**config.mk**
```make
export PLATFORM = sky130hd
export DESIGN_NAME = cpu_inst_encoder_flat
export DESIGN_NICKNAME = d
export VERILOG_FILES = /design/src/rtl/cpu_inst_encoder_if.sv /design/src/rtl/cpu_inst_encoder.sv /design/src/flat_wrapper.sv
export SDC_FILE = /design/constraint.sdc
export NUM_CORES = 1
export LEC_CHECK = 0
export ABC_AREA = 1
export CAP_MARGIN = 0
export CORE_MARGIN = 2
export CORE_UTILIZATION = 48
export CTS_CLUSTER_DIAMETER = 50
export DETAILED_ROUTE_END_ITERATION = 10
export GPL_TIMING_DRIVEN = 0
export PLACE_DENSITY = 0.78
export SYNTH_ARGS = -nofsm -noshare
export SYNTH_HDL_FRONTEND = slang
export SYNTH_SLANG_ARGS = --single-unit
```
**constraint.sdc**
```tcl
create_clock -name clk -period 1.8 [get_ports clk]
set_clock_uncertainty 0.15 [all_clocks]
set_input_delay 0.36 -clock clk [delete_from_list [all_inputs] [get_ports clk]]
set_output_delay 0.36 -clock clk [all_outputs]
set_load 0.005 [all_outputs]
```
**src/rtl/cpu_inst_encoder_if.sv**
```systemverilog
// Request channel and instruction-memory write channel of the LEGv8 encoder.
// The master issues symbolic requests; the slave (encoder) drives memory writes.
`timescale 1ns/1ps
interface cpu_inst_encoder_if #(
    parameter int unsigned ADDR_W = 6
);
    logic              in_valid;
    logic              in_ready;
    logic [3:0]        op_sel;
    logic [4:0]        rd;
    logic [4:0]        rn;
    logic [4:0]        rm;
    logic [25:0]       imm;
    logic              imem_we;
    logic [ADDR_W-1:0] imem_addr;
    logic [31:0]       imem_wdata;

    modport master (
        output in_valid, op_sel, rd, rn, rm, imm,
        input  in_ready, imem_we, imem_addr, imem_wdata
    );

    modport slave (
        input  in_valid, op_sel, rd, rn, rm, imm,
        output in_ready, imem_we, imem_addr, imem_wdata
    );
endinterface

```
**src/rtl/cpu_inst_encoder.sv**
```systemverilog
// Sequential LEGv8 instruction encoder: turns symbolic requests into 32-bit words
// and writes them to consecutive instruction-memory addresses starting at 0.
`timescale 1ns/1ps
module cpu_inst_encoder #(
    parameter int unsigned ADDR_W = 6
) (
    input  logic              clk,
    input  logic              rst_n,
    input  logic              start,
    cpu_inst_encoder_if.slave bus,
    output logic              busy,
    output logic              done,
    output logic              err,
    output logic [ADDR_W:0]   count
);
    typedef enum logic [1:0] {StIdle, StLoad, StDone, StFull} state_e;

    localparam logic [ADDR_W-1:0] WpLast = '1;
    localparam logic [3:0]        OpHalt = 4'd10;

    state_e            state_q;
    logic [ADDR_W-1:0] wp_q;
    logic [ADDR_W-1:0] addr_q;
    logic [31:0]       wdata_q;
    logic [ADDR_W:0]   count_q;
    logic              we_q;
    logic              done_q;
    logic              err_q;

    logic        xfer;
    logic        op_ok;
    logic [31:0] word;

    assign bus.in_ready   = (state_q == StLoad) && !start;
    assign xfer           = bus.in_valid && bus.in_ready;
    assign op_ok          = (bus.op_sel <= OpHalt);
    assign bus.imem_we    = we_q;
    assign bus.imem_addr  = addr_q;
    assign bus.imem_wdata = wdata_q;
    assign busy           = (state_q == StLoad);
    assign done           = done_q;
    assign err            = err_q;
    assign count          = count_q;

    always_comb begin
        word = '0;
        case (bus.op_sel)
            4'd0:  word = {11'b11111000010, bus.imm[8:0], 2'b00, bus.rn, bus.rd};
            4'd1:  word = {11'b11111000000, bus.imm[8:0], 2'b00, bus.rn, bus.rd};
            4'd2:  word = {11'b10001011000, bus.rm, 6'b0, bus.rn, bus.rd};
            4'd3:  word = {10'b1001000100, bus.imm[11:0], bus.rn, bus.rd};
            4'd4:  word = {11'b11001011000, bus.rm, 6'b0, bus.rn, bus.rd};
            4'd5:  word = {11'b10001010000, bus.rm, 6'b0, bus.rn, bus.rd};
            4'd6:  word = {11'b10101010000, bus.rm, 6'b0, bus.rn, bus.rd};
            4'd7:  word = {8'b10110100, bus.imm[18:0], bus.rd};
            4'd8:  word = {8'b10110101, bus.imm[18:0], bus.rd};
            4'd9:  word = {6'b000101, bus.imm[25:0]};
            4'd10: word = 32'hFFE0_0000;
            default: word = '0;
        endcase
    end

    always_ff @(posedge clk or negedge rst_n) begin
        if (!rst_n) begin
            state_q <= StIdle;
            wp_q    <= '0;
            addr_q  <= '0;
            wdata_q <= '0;
            count_q <= '0;
            we_q    <= 1'b0;
            done_q  <= 1'b0;
            err_q   <= 1'b0;
        end else if (start) begin
            state_q <= StLoad;
            wp_q    <= '0;
            count_q <= '0;
            we_q    <= 1'b0;
            done_q  <= 1'b0;
            err_q   <= 1'b0;
        end else begin
            we_q <= 1'b0;
            // A request presented while full is dropped and flagged.
            if (state_q == StFull && bus.in_valid) begin
                err_q <= 1'b1;
            end
            if (xfer) begin
                if (op_ok) begin
                    we_q    <= 1'b1;
                    addr_q  <= wp_q;
                    wdata_q <= word;
                    wp_q    <= wp_q + 1'b1;
                    count_q <= count_q + 1'b1;
                    if (bus.op_sel == OpHalt) begin
                        state_q <= StDone;
                        done_q  <= 1'b1;
                    end else if (wp_q == WpLast) begin
                        state_q <= StFull;
                    end
                end else begin
                    err_q <= 1'b1;
                end
            end
        end
    end
endmodule

```
**src/flat_wrapper.sv**
```systemverilog
// flat-port wrapper written by rule: the top's interface ports become plain ports
module cpu_inst_encoder_flat 
#(
    parameter int unsigned ADDR_W = 6
)
  (clk, rst_n, start, busy, done, err, count, bus_in_valid, bus_op_sel, bus_rd, bus_rn, bus_rm, bus_imm, bus_in_ready, bus_imem_we, bus_imem_addr, bus_imem_wdata);
  cpu_inst_encoder_if #(.ADDR_W(ADDR_W)) bus_i ();
  input  logic clk;
  input  logic rst_n;
  input  logic start;
  output logic busy;
  output logic done;
  output logic err;
  output logic [ADDR_W:0] count;
  input wire logic [$bits(bus_i.in_valid)-1:0] bus_in_valid;
  input wire logic [$bits(bus_i.op_sel)-1:0] bus_op_sel;
  input wire logic [$bits(bus_i.rd)-1:0] bus_rd;
  input wire logic [$bits(bus_i.rn)-1:0] bus_rn;
  input wire logic [$bits(bus_i.rm)-1:0] bus_rm;
  input wire logic [$bits(bus_i.imm)-1:0] bus_imm;
  output wire logic [$bits(bus_i.in_ready)-1:0] bus_in_ready;
  output wire logic [$bits(bus_i.imem_we)-1:0] bus_imem_we;
  output wire logic [$bits(bus_i.imem_addr)-1:0] bus_imem_addr;
  output wire logic [$bits(bus_i.imem_wdata)-1:0] bus_imem_wdata;
  assign bus_i.in_valid = bus_in_valid;
  assign bus_i.op_sel = bus_op_sel;
  assign bus_i.rd = bus_rd;
  assign bus_i.rn = bus_rn;
  assign bus_i.rm = bus_rm;
  assign bus_i.imm = bus_imm;
  assign bus_in_ready = bus_i.in_ready;
  assign bus_imem_we = bus_i.imem_we;
  assign bus_imem_addr = bus_i.imem_addr;
  assign bus_imem_wdata = bus_i.imem_wdata;
  cpu_inst_encoder #(.ADDR_W(ADDR_W)) u_core (.clk(clk), .rst_n(rst_n), .start(start), .bus(bus_i), .busy(busy), .done(done), .err(err), .count(count));
endmodule
```
==> impl_metrics.csv, run 1 <==
group,metric,value,unit
layout,finalCoreUtilization,0.677,
worst_hold_path,hp-class,"in2reg",
critical_path,cp-start-kind,"flop",
logic_synthesis,syn_inst,486,
cts,cts-buffers-inserted,5,
critical_path,path_delay_family,"buffers and inverters",
floorplanning,ios,99,
worst_hold_path,hold_path_end,"u_core.state_q[1]",
timing,finalWorstSetupSlack,0.0449,ns
critical_path,arrival,1.25,ns
drt,routedWlPerCell,14.5,um
cts,cts.clk_slew.worst_paths,0.11,ns
logic_synthesis,yosysUniqueCellTypes,25,
global_route,grt_pass1_vias,3316,
pwr,peakVddDrop,516,uV
cts,clk_latency,0.32,ns
pwr,power.leakage,0.00228,uW
timing,tightest_slew,0.812,ns
cts,tritoncts,"built",
worst_hold_path,hp-start,"start",
logic_synthesis,ys_seq_area_frac,0.426,
timing,final.period_utilization,0.975,
place,portBuffers,96,
critical_path,critPathMaxFanout,2,
critical_path,critPathMaxStageDelay,0.52,ns
logic_synthesis,yosysWarnings,0,
logic_synthesis,synth.most_common_cell,"nand2_1",
floorplanning,fp-row-count,30,
logic_synthesis,synth_flop_cell,"dfrtp_1",
global_route,overflow,0,
worst_hold_path,whs_path_depth,2,
layout,nets,652,
place,place.gp.congestion,0.936,
pwr,p_sw,1010,uW
layout,drive_above_1_share,0.0947,
flow_run,drv_cap,0,
drt,wl,9900,um
layout,syn_to_final_growth,38.3,%
critical_path,r2r_start,"u_core.state_q[1]",
layout,regArea,1400,um2
logic_synthesis,synthTopCellsByCount,"nand2_1 (169), nor2_1 (102), dfrtp_1 (56), nand3_1 (40), inv_1 (38)",
global_route,grt_max_degree,34,
floorplanning,die_w,86.8,um
critical_path,rr_worst_depth,8,
outcome,status,"finished clean",
timing,max_clock_freq,570,MHz
logic_synthesis,synth_edf_count,0,
drt,vias,3574,
layout,fillers,621,
place,place_hpwl,7350,um
timing,layout_min_cycle_time,1.76,ns
critical_path,crit_buf_inv,1,
logic_synthesis,syn_area,3290,um2
logic_synthesis,synth_area_leaders,"dfrtp_1 (43%), nand2_1 (19%), nor2_1 (12%), nand3_1 (6.1%), inv_1 (4.3%)",
logic_synthesis,yosys_register_bits,56,
logic_synthesis,synth.top_cell.area_share,0.426,
cts,clk_path_buf_depth,2,
critical_path,crit_chain,"clkdlybuf4s50_1",
critical_path,worstReg2RegEnd,"u_core.bus.imem_wdata[12]",
global_route,antenna_found_initial,0,
layout,final_area,4550,um2
logic_synthesis,syn_avg_cell_area,6.77,um2
pwr,power.internal,2270,uW
timing,final.setup.tns,0,ns
pwr,switching_share,0.309,
critical_path,worst_path_max_delay_cell,"clkdlybuf4s50_1",
floorplanning,dieArea,7530,um2
critical_path,endpoint_kind,"output port",
layout,antenna_cells,0,
cts,cts_sinks,56,
pwr,p_comb_frac,0.309,
timing,maxSlewHeadroom,0.454,
logic_synthesis,syn_nets,537,
cts,htreeDepth,2,
critical_path,path_class,"reg2out",
logic_synthesis,synthArstFlopShare,1.00,
floorplanning,fp.coreArea,6720,um2
pwr,power.density,720,nW/um2
critical_path,r2r_slack,0.10,ns
timing,slew_viol_final,0,
global_route,grt_pass1_wl,15900,um
timing,hold_viol,0,
logic_synthesis,yosys.area.top_type,"dfrtp_1",
place,dp_slack,-0.547,ns
drt,first_pass_iters,5,
layout,multi_input_area,1620,um2
global_route,grt_usage,0.268,
critical_path,cp.required,1.29,ns
timing,rsz0062_at_grt,"false",
drt,vias_per_cell,5.24,
floorplanning,die_h,86.8,um
drt,drc,0,
floorplanning,start_util,0.490,
pwr,seq_power_share,0.465,
pwr,p_clk_frac,0.226,
drt,drt_iter0_markers,305,
place,placedInstanceArea,4370,um2
cts,clockRootBuffer,"clkbuf_8",
timing,setup_viol,0,
drt,postRouteAntennaNets,0,
[routing by layer]
metal  track usage  wire length [um]
met5             0                 0
met2         0.431              4680
met1         0.378              4400
met4        0.0710               172
met3        0.0410               652
[cell usage in the layout, fill, tap and decap left out]
master / count
nand2_1: 169
nor2_1: 100
clkdlybuf4s50_1: 90
dfrtp_1: 56
nand3_1: 39
inv_1: 35
a21oi_1: 18
nand4_1: 15
buf_4: 14
o21ai_0: 10
buf_6: 6
buf_2: 6
inv_2: 5
clkbuf_8: 5
or2_2: 4
dlygate4sd2_1: 4
nor2_2: 3
nor2_4: 3
nand2_2: 2
clkbuf_1: 2
o21bai_1: 2
ha_1: 2
clkinvlp_4: 2
nand3_2: 1
nand2_4: 1
clkbuf_2: 1
a31o_2: 1
a21oi_2: 1
o31ai_1: 1
o211ai_1: 1
inv_8: 1
dlygate4sd3_1: 1
buf_12: 1
[worst max-delay path by stage]
stage,endpoint,startpoint,cells after the start
after floorplan,u_core.bus.imem_wdata[12],bus_op_sel[2],11
after detailed placement,u_core.bus.imem_wdata[12],bus_op_sel[1],11
after global placement,u_core.bus.imem_wdata[27],rst_n,1
after global routing,u_core.bus.imem_wdata[12],u_core.state_q[1],8
final,bus_imem_wdata[17],u_core.bus.imem_wdata[17],1
after CTS,bus_in_ready,u_core.state_q[1],5
[timing repair]
item / in CTS / in global routing
resized for setup: 12 / 3
setup buffers: 7 / 3
pin swaps: 0 / 2
endpoints found under the hold margin: 23 / 0
setup endpoints to repair: 54 / 12
hold buffers: 1 / 0
[power by group through the flow]
| stage | combinational, uW | sequential [uW] | clock [uW] |
|---|---|---|---|
| after floorplan | 353 | 1560 | 0 |
| after global placement | 932 | 1560 | 0 |
| after detailed placement | 957 | 1570 | 0 |
| after CTS | 1000 | 1530 | 762 |
| after global routing | 1110 | 1550 | 803 |
| final | 1010 | 1520 | 742 |
[layout make-up]
cell class | count | share of cell area
multi-input combinational | 373 | 0.357
sequential | 56 | 0.308
timing repair buffer | 108 | 0.232
inverter | 40 | 0.0330
buffer | 17 | 0.0278
tap | 80 | 0.0220
clock buffer | 5 | 0.0151
clock inverter | 3 | 0.00577
[registers in the layout, summed over array words and instances, names as in the netlist]
signal                 cells
u_core.count               7
u_core.done                1
u_core.wp_q                6
u_core.bus.imem_wdata     32
u_core.state_q             2
u_core.bus.imem_we         1
u_core.err                 1
u_core.bus.imem_addr       6
[kinds of logic after synthesis]
family                     after synthesis  synth area share
AOI/OAI and AO/OA                       34            0.0570
adders and majority gates                2           0.00760
DFF                                     56             0.426
and+or+nand+nor                        337             0.425
buffers and inverters                   57            0.0840
[through the flow]
step | hold WS (ns) | instances | total power [uW]
after floorplan | -0.0856 | 486 | 1920
after global placement | 0.317 | 662 | 2490
after detailed placement | 0.247 | 663 | 2530
after CTS | 0.291 | 679 | 3290
after global routing | 0.313 | 682 | 3470
final | 0.310 | 682 | 3280
(Power assumes the default switching activity.)
==> run 2, diff against run 1 <==
Settings changed: CAP_MARGIN 0 to 20, MAX_ROUTING_LAYER set to met4.
==> impl_metrics.csv, run 2 (same netlist as run 1, synthesis figures left out) <==
group,metric,value,unit
timing,setup_viol,0,
layout,nets,653,
cts,cts-buffers-inserted,5,
critical_path,arrival,1.25,ns
cts,tritoncts,"built",
timing,maxSlewHeadroom,0.410,
critical_path,worstReg2RegEnd,"u_core.bus.imem_wdata[9]",
layout,final_cell_mix,"nand2_1 (169), nor2_1 (99), clkdlybuf4s50_1 (90)",
worst_hold_path,whs_path_depth,2,
global_route,antenna_found_initial,0,
global_route,grt_pass1_vias,3325,
pwr,power.internal,2410,uW
timing,final.period_utilization,0.980,
place,portBuffers,96,
layout,final_common_cell,"nand2_1",
global_route,overflow,0,
cts,cts.clk_slew.worst_paths,0.11,ns
place,post-place-cells,663,
critical_path,crit_end,"count[1]",
drt,vias_per_cell,5.16,
critical_path,r2r_start,"u_core.state_q[1]",
floorplanning,fp.coreArea,6720,um2
place,place_hpwl,7300,um
layout,antenna_cells,0,
drt,drc,0,
layout,syn_to_final_growth,39.4,%
floorplanning,die_w,86.8,um
layout,regArea,1400,um2
pwr,power.leakage,0.00231,uW
pwr,total_power,3410,uW
critical_path,path_delay_family,"buffers and inverters",
cts,clockRootBuffer,"clkbuf_8",
layout,finalCoreUtilization,0.682,
floorplanning,dieArea,7530,um2
drt,vias,3527,
layout,final_cell_count_no_fill,683,
timing,slew_viol_final,0,
timing,max_clock_freq,567,MHz
critical_path,cp-start-kind,"flop",
pwr,p_sw,1000,uW
cts,clk_latency,0.33,ns
pwr,power.density,743,nW/um2
critical_path,path_class,"reg2out",
floorplanning,die_h,86.8,um
layout,drive_above_1_share,0.0978,
timing,rsz0062_at_grt,"false",
layout,fillers,602,
cts,cts_sinks,56,
floorplanning,start_util,0.490,
global_route,grt_usage,0.277,
critical_path,crit_start,"u_core.count[1]",
outcome,status,"finished clean",
critical_path,crit_chain,"clkdlybuf4s50_1",
timing,layout_min_cycle_time,1.76,ns
worst_hold_path,hp-class,"in2reg",
layout,multi_input_area,1630,um2
pwr,peakVddDrop,442,uV
cts,clk_path_buf_depth,2,
floorplanning,fp-row-count,30,
drt,postRouteAntennaNets,0,
place,place.gp.congestion,0.958,
critical_path,worst_path_max_delay_cell,"clkdlybuf4s50_1",
critical_path,cp.required,1.29,ns
floorplanning,ios,99,
critical_path,r2r_slack,0.14,ns
layout,largest_register_ffs,32,
cts,htreeDepth,2,
drt,wl,9770,um
critical_path,critPathMaxFanout,3,
global_route,grt_max_degree,40,
critical_path,rr_worst_depth,8,
pwr,p_comb_frac,0.295,
critical_path,crit_buf_inv,1,
drt,routedWlPerCell,14.3,um
pwr,p_clk_frac,0.256,
critical_path,critPathMaxStageDelay,0.52,ns
pwr,seq_power_share,0.449,
global_route,grt_pass1_wl,15900,um
critical_path,cp.depth,1,
timing,hold_viol,0,
critical_path,endpoint_kind,"output port",
drt,drt_iter0_markers,327,
drt,first_pass_iters,4,
pwr,switching_share,0.294,
flow_run,drv_cap,0,
timing,tightest_slew,0.877,ns
run 2: metal layers:
metal	vias up	GRT usage	wire, um
met5	-	-	0
met4	0	0.0980	180
met3	19	0.0390	586
met2	130	0.419	4650
met1	1625	0.382	4350
li1	1753	-	-
run 2: layout make-up:
cell class,count,share of cell area
buffer,17,0.0289
sequential,56,0.306
inverter,40,0.0333
timing repair buffer,109,0.231
clock buffer,5,0.0150
multi-input combinational,373,0.354
clock inverter,3,0.0101
tap,80,0.0218
run 2: timing repair:
item,4_1_cts,5_1_grt
resized for setup,10,10
hold endpoints to repair,17,0
endpoints found under the setup margin,54,14
hold buffers,1,0
pin swaps,0,3
buffers inserted,7,4
run 2: worst min-delay path by stage:
stage                                          from                         to  slack [ns]
final                                         start          u_core.state_q[1]        0.31
after global routing                          start          u_core.state_q[1]        0.33
after CTS                             bus_op_sel[3]  u_core.bus.imem_wdata[27]        0.30
after detailed placement                      rst_n   u_core.bus.imem_wdata[2]        0.17
after global placement    u_core.bus.imem_wdata[23]  u_core.bus.imem_wdata[23]        0.32
after floorplan                               rst_n    u_core.bus.imem_addr[0]       -0.09
run 2: per-stage QoR:
stage | hold slack (ns) | setup slack, ns | TNS, ns | cell area [um2]
floorplan | -0.0856 | 0.227 | 0 | 3290
CTS | 0.295 | 0.00349 | 0 | 4550
detailed placement | 0.171 | -0.544 | -22.43 | 4370
global route | 0.334 | 0.000505 | 0 | 4590
finish | 0.307 | 0.0360 | 0 | 4590
global placement | 0.317 | -1.58 | -110.35 | 4350
run 2: power by group through the flow:
stage               Clock [uW]  Sequential, uW  Combinational [uW]
CTS                        878            1530                 995
detailed placement           0            1570                 952
finish                     871            1530                1010
global route               923            1550                1110
global placement             0            1560                 933
floorplan                    0            1560                 353
==> run 3, diff against run 2 <==
Settings changed: SLEW_MARGIN set to 15.
==> impl_metrics.csv, run 3 (same netlist as run 1, synthesis figures left out) <==
group,metric,value,unit
global_route,overflow,0,
cts,htreeDepth,2,
layout,syn_to_final_growth,38.3,%
floorplanning,ios,99,
layout,fillers,610,
layout,largest_register_ffs,32,
critical_path,crit_chain,"buf_4 > inv_2 > nand3_2 > inv_2 > clkdlybuf4s15_1",
critical_path,endpoint_kind,"output port",
drt,wl,9690,um
layout,final_common_cell,"nand2_1",
layout,multi_input_area,1620,um2
drt,drt_iter0_markers,300,
worst_hold_path,hp-class,"in2reg",
layout,final_cell_mix,"nand2_1 (169), nor2_1 (100), clkdlybuf4s50_1 (89)",
timing,final.period_utilization,0.992,
timing,rsz0062_at_grt,"true",
timing,maxSlewHeadroom,0.438,
drt,first_pass_iters,5,
floorplanning,start_util,0.490,
layout,nets,650,
drt,vias,3496,
layout,regArea,1400,um2
drt,routedWlPerCell,14.2,um
timing,hold_viol,0,
critical_path,worst_path_max_delay_cell,"dfrtp_1",
floorplanning,dieArea,7530,um2
drt,drc,0,
global_route,grt_max_degree,57,
layout,antenna_cells,0,
critical_path,critPathMaxFanout,2,
place,place.gp.congestion,0.958,
cts,tritoncts,"built",
cts,cts_sinks,56,
floorplanning,die_h,86.8,um
critical_path,critPathMaxStageDelay,0.41,ns
layout,final_area,4550,um2
cts,cts.clk_slew.worst_paths,0.11,ns
worst_hold_path,hp-start,"bus_op_sel[3]",
flow_run,drv_cap,0,
place,placedInstanceArea,4350,um2
timing,max_clock_freq,560,MHz
timing,tightest_slew,0.836,ns
floorplanning,fp-row-count,30,
floorplanning,fp.coreArea,6720,um2
critical_path,cp-start-kind,"flop",
timing,setup_viol,0,
global_route,grt_pass1_vias,3260,
cts,clockRootBuffer,"clkbuf_8",
pwr,power.leakage,0.00231,uW
place,portBuffers,96,
critical_path,crit_start,"u_core.state_q[1]",
timing,holdWs,0.324,ns
critical_path,cp.required,1.29,ns
cts,clk_path_buf_depth,2,
critical_path,crit_buf_inv,4,
floorplanning,die_w,86.8,um
cts,cts-buffers-inserted,5,
drt,vias_per_cell,5.14,
pwr,power.density,743,nW/um2
critical_path,r2r_start,"u_core.state_q[1]",
critical_path,path_class,"reg2out",
critical_path,arrival,1.28,ns
timing,slew_viol_final,0,
global_route,antenna_found_initial,0,
cts,clk_latency,0.31,ns
place,place_hpwl,7210,um
global_route,grt_pass1_wl,16000,um
outcome,status,"finished clean",
timing,layout_min_cycle_time,1.79,ns
layout,drive_above_1_share,0.0883,
pwr,peakVddDrop,412,uV
drt,postRouteAntennaNets,0,
critical_path,path_delay_family,"buffers and inverters",
critical_path,crit_top_cell,"inv_2",
global_route,grt_usage,0.276,
==> run 3: tightest hold or removal path, delay by kind of cell <==
family	cells	cell delay (ns)
AND/OR/NAND/NOR	2	0.11
buffers and inverters	1	0.17
AO/OA/AOI/OAI	1	0.12
==> run 3: worst paths after layout <==
kind / endpoint / depth (start not counted) / slack (ns)
worst max-delay path: bus_in_ready / 5 / 0.01
worst min-delay path: u_core.bus.imem_wdata[27] / 4 / 0.32
worst max register to register: u_core.bus.imem_wdata[15] / 8 / 0.09
worst min register to register: u_core.bus.imem_wdata[25] / 2 / 0.35
max in group asynchronous: u_core.bus.imem_wdata[8] / 2 / 0.52
min in group asynchronous: u_core.bus.imem_wdata[15] / 2 / 0.47
==> run 3: layer usage <==
| metal | GRT usage | share of wire |
|---|---|---|
| met3 | 0.0333 | 0.074 |
| met1 | 0.390 | 0.44 |
| met4 | 0.0412 | 0.0074 |
| met2 | 0.437 | 0.48 |
| met5 | - | 0 |
==> run 3: repair_timing <==
action                     4_1_cts  5_1_grt
setup buffers                    5        4
hold buffers                     1        0
setup endpoints to repair       52       10
gates resized for setup          9        3
pin swaps                        0        1
hold endpoints to repair        56        0
==> run 3: power breakdown <==
part	total, uW	switching, uW	internal (uW)	leakage [uW]
clock network	850	427	422	0.0000600
registers	1530	104	1420	0.000707
logic	1000	449	552	0.00154
==> run 3: layout make-up <==
cell class                 instances  area share
clock buffer                       5      0.0151
inverter                          40      0.0330
clock inverter                     3      0.0102
buffer                            17      0.0278
sequential                        56       0.308
timing repair buffer             106       0.227
tap                               80      0.0220
multi-input combinational        373       0.357
==> run 3: per-stage QoR <==
step | TNS (ns) | util | total power [uW] | worst slack (ns) | std cells
floorplan | 0 | - | 1920 | 0.227 | 486
global placement | -110.35 | 0.648 | 2490 | -1.58 | 662
detailed placement | -22.24 | 0.647 | 2520 | -0.537 | 662
CTS | 0 | 0.672 | 3400 | 0.00233 | 676
global route | -0.0355 | 0.677 | 3570 | -0.0355 | 680
finish | 0 | 0.677 | 3380 | 0.0141 | 680
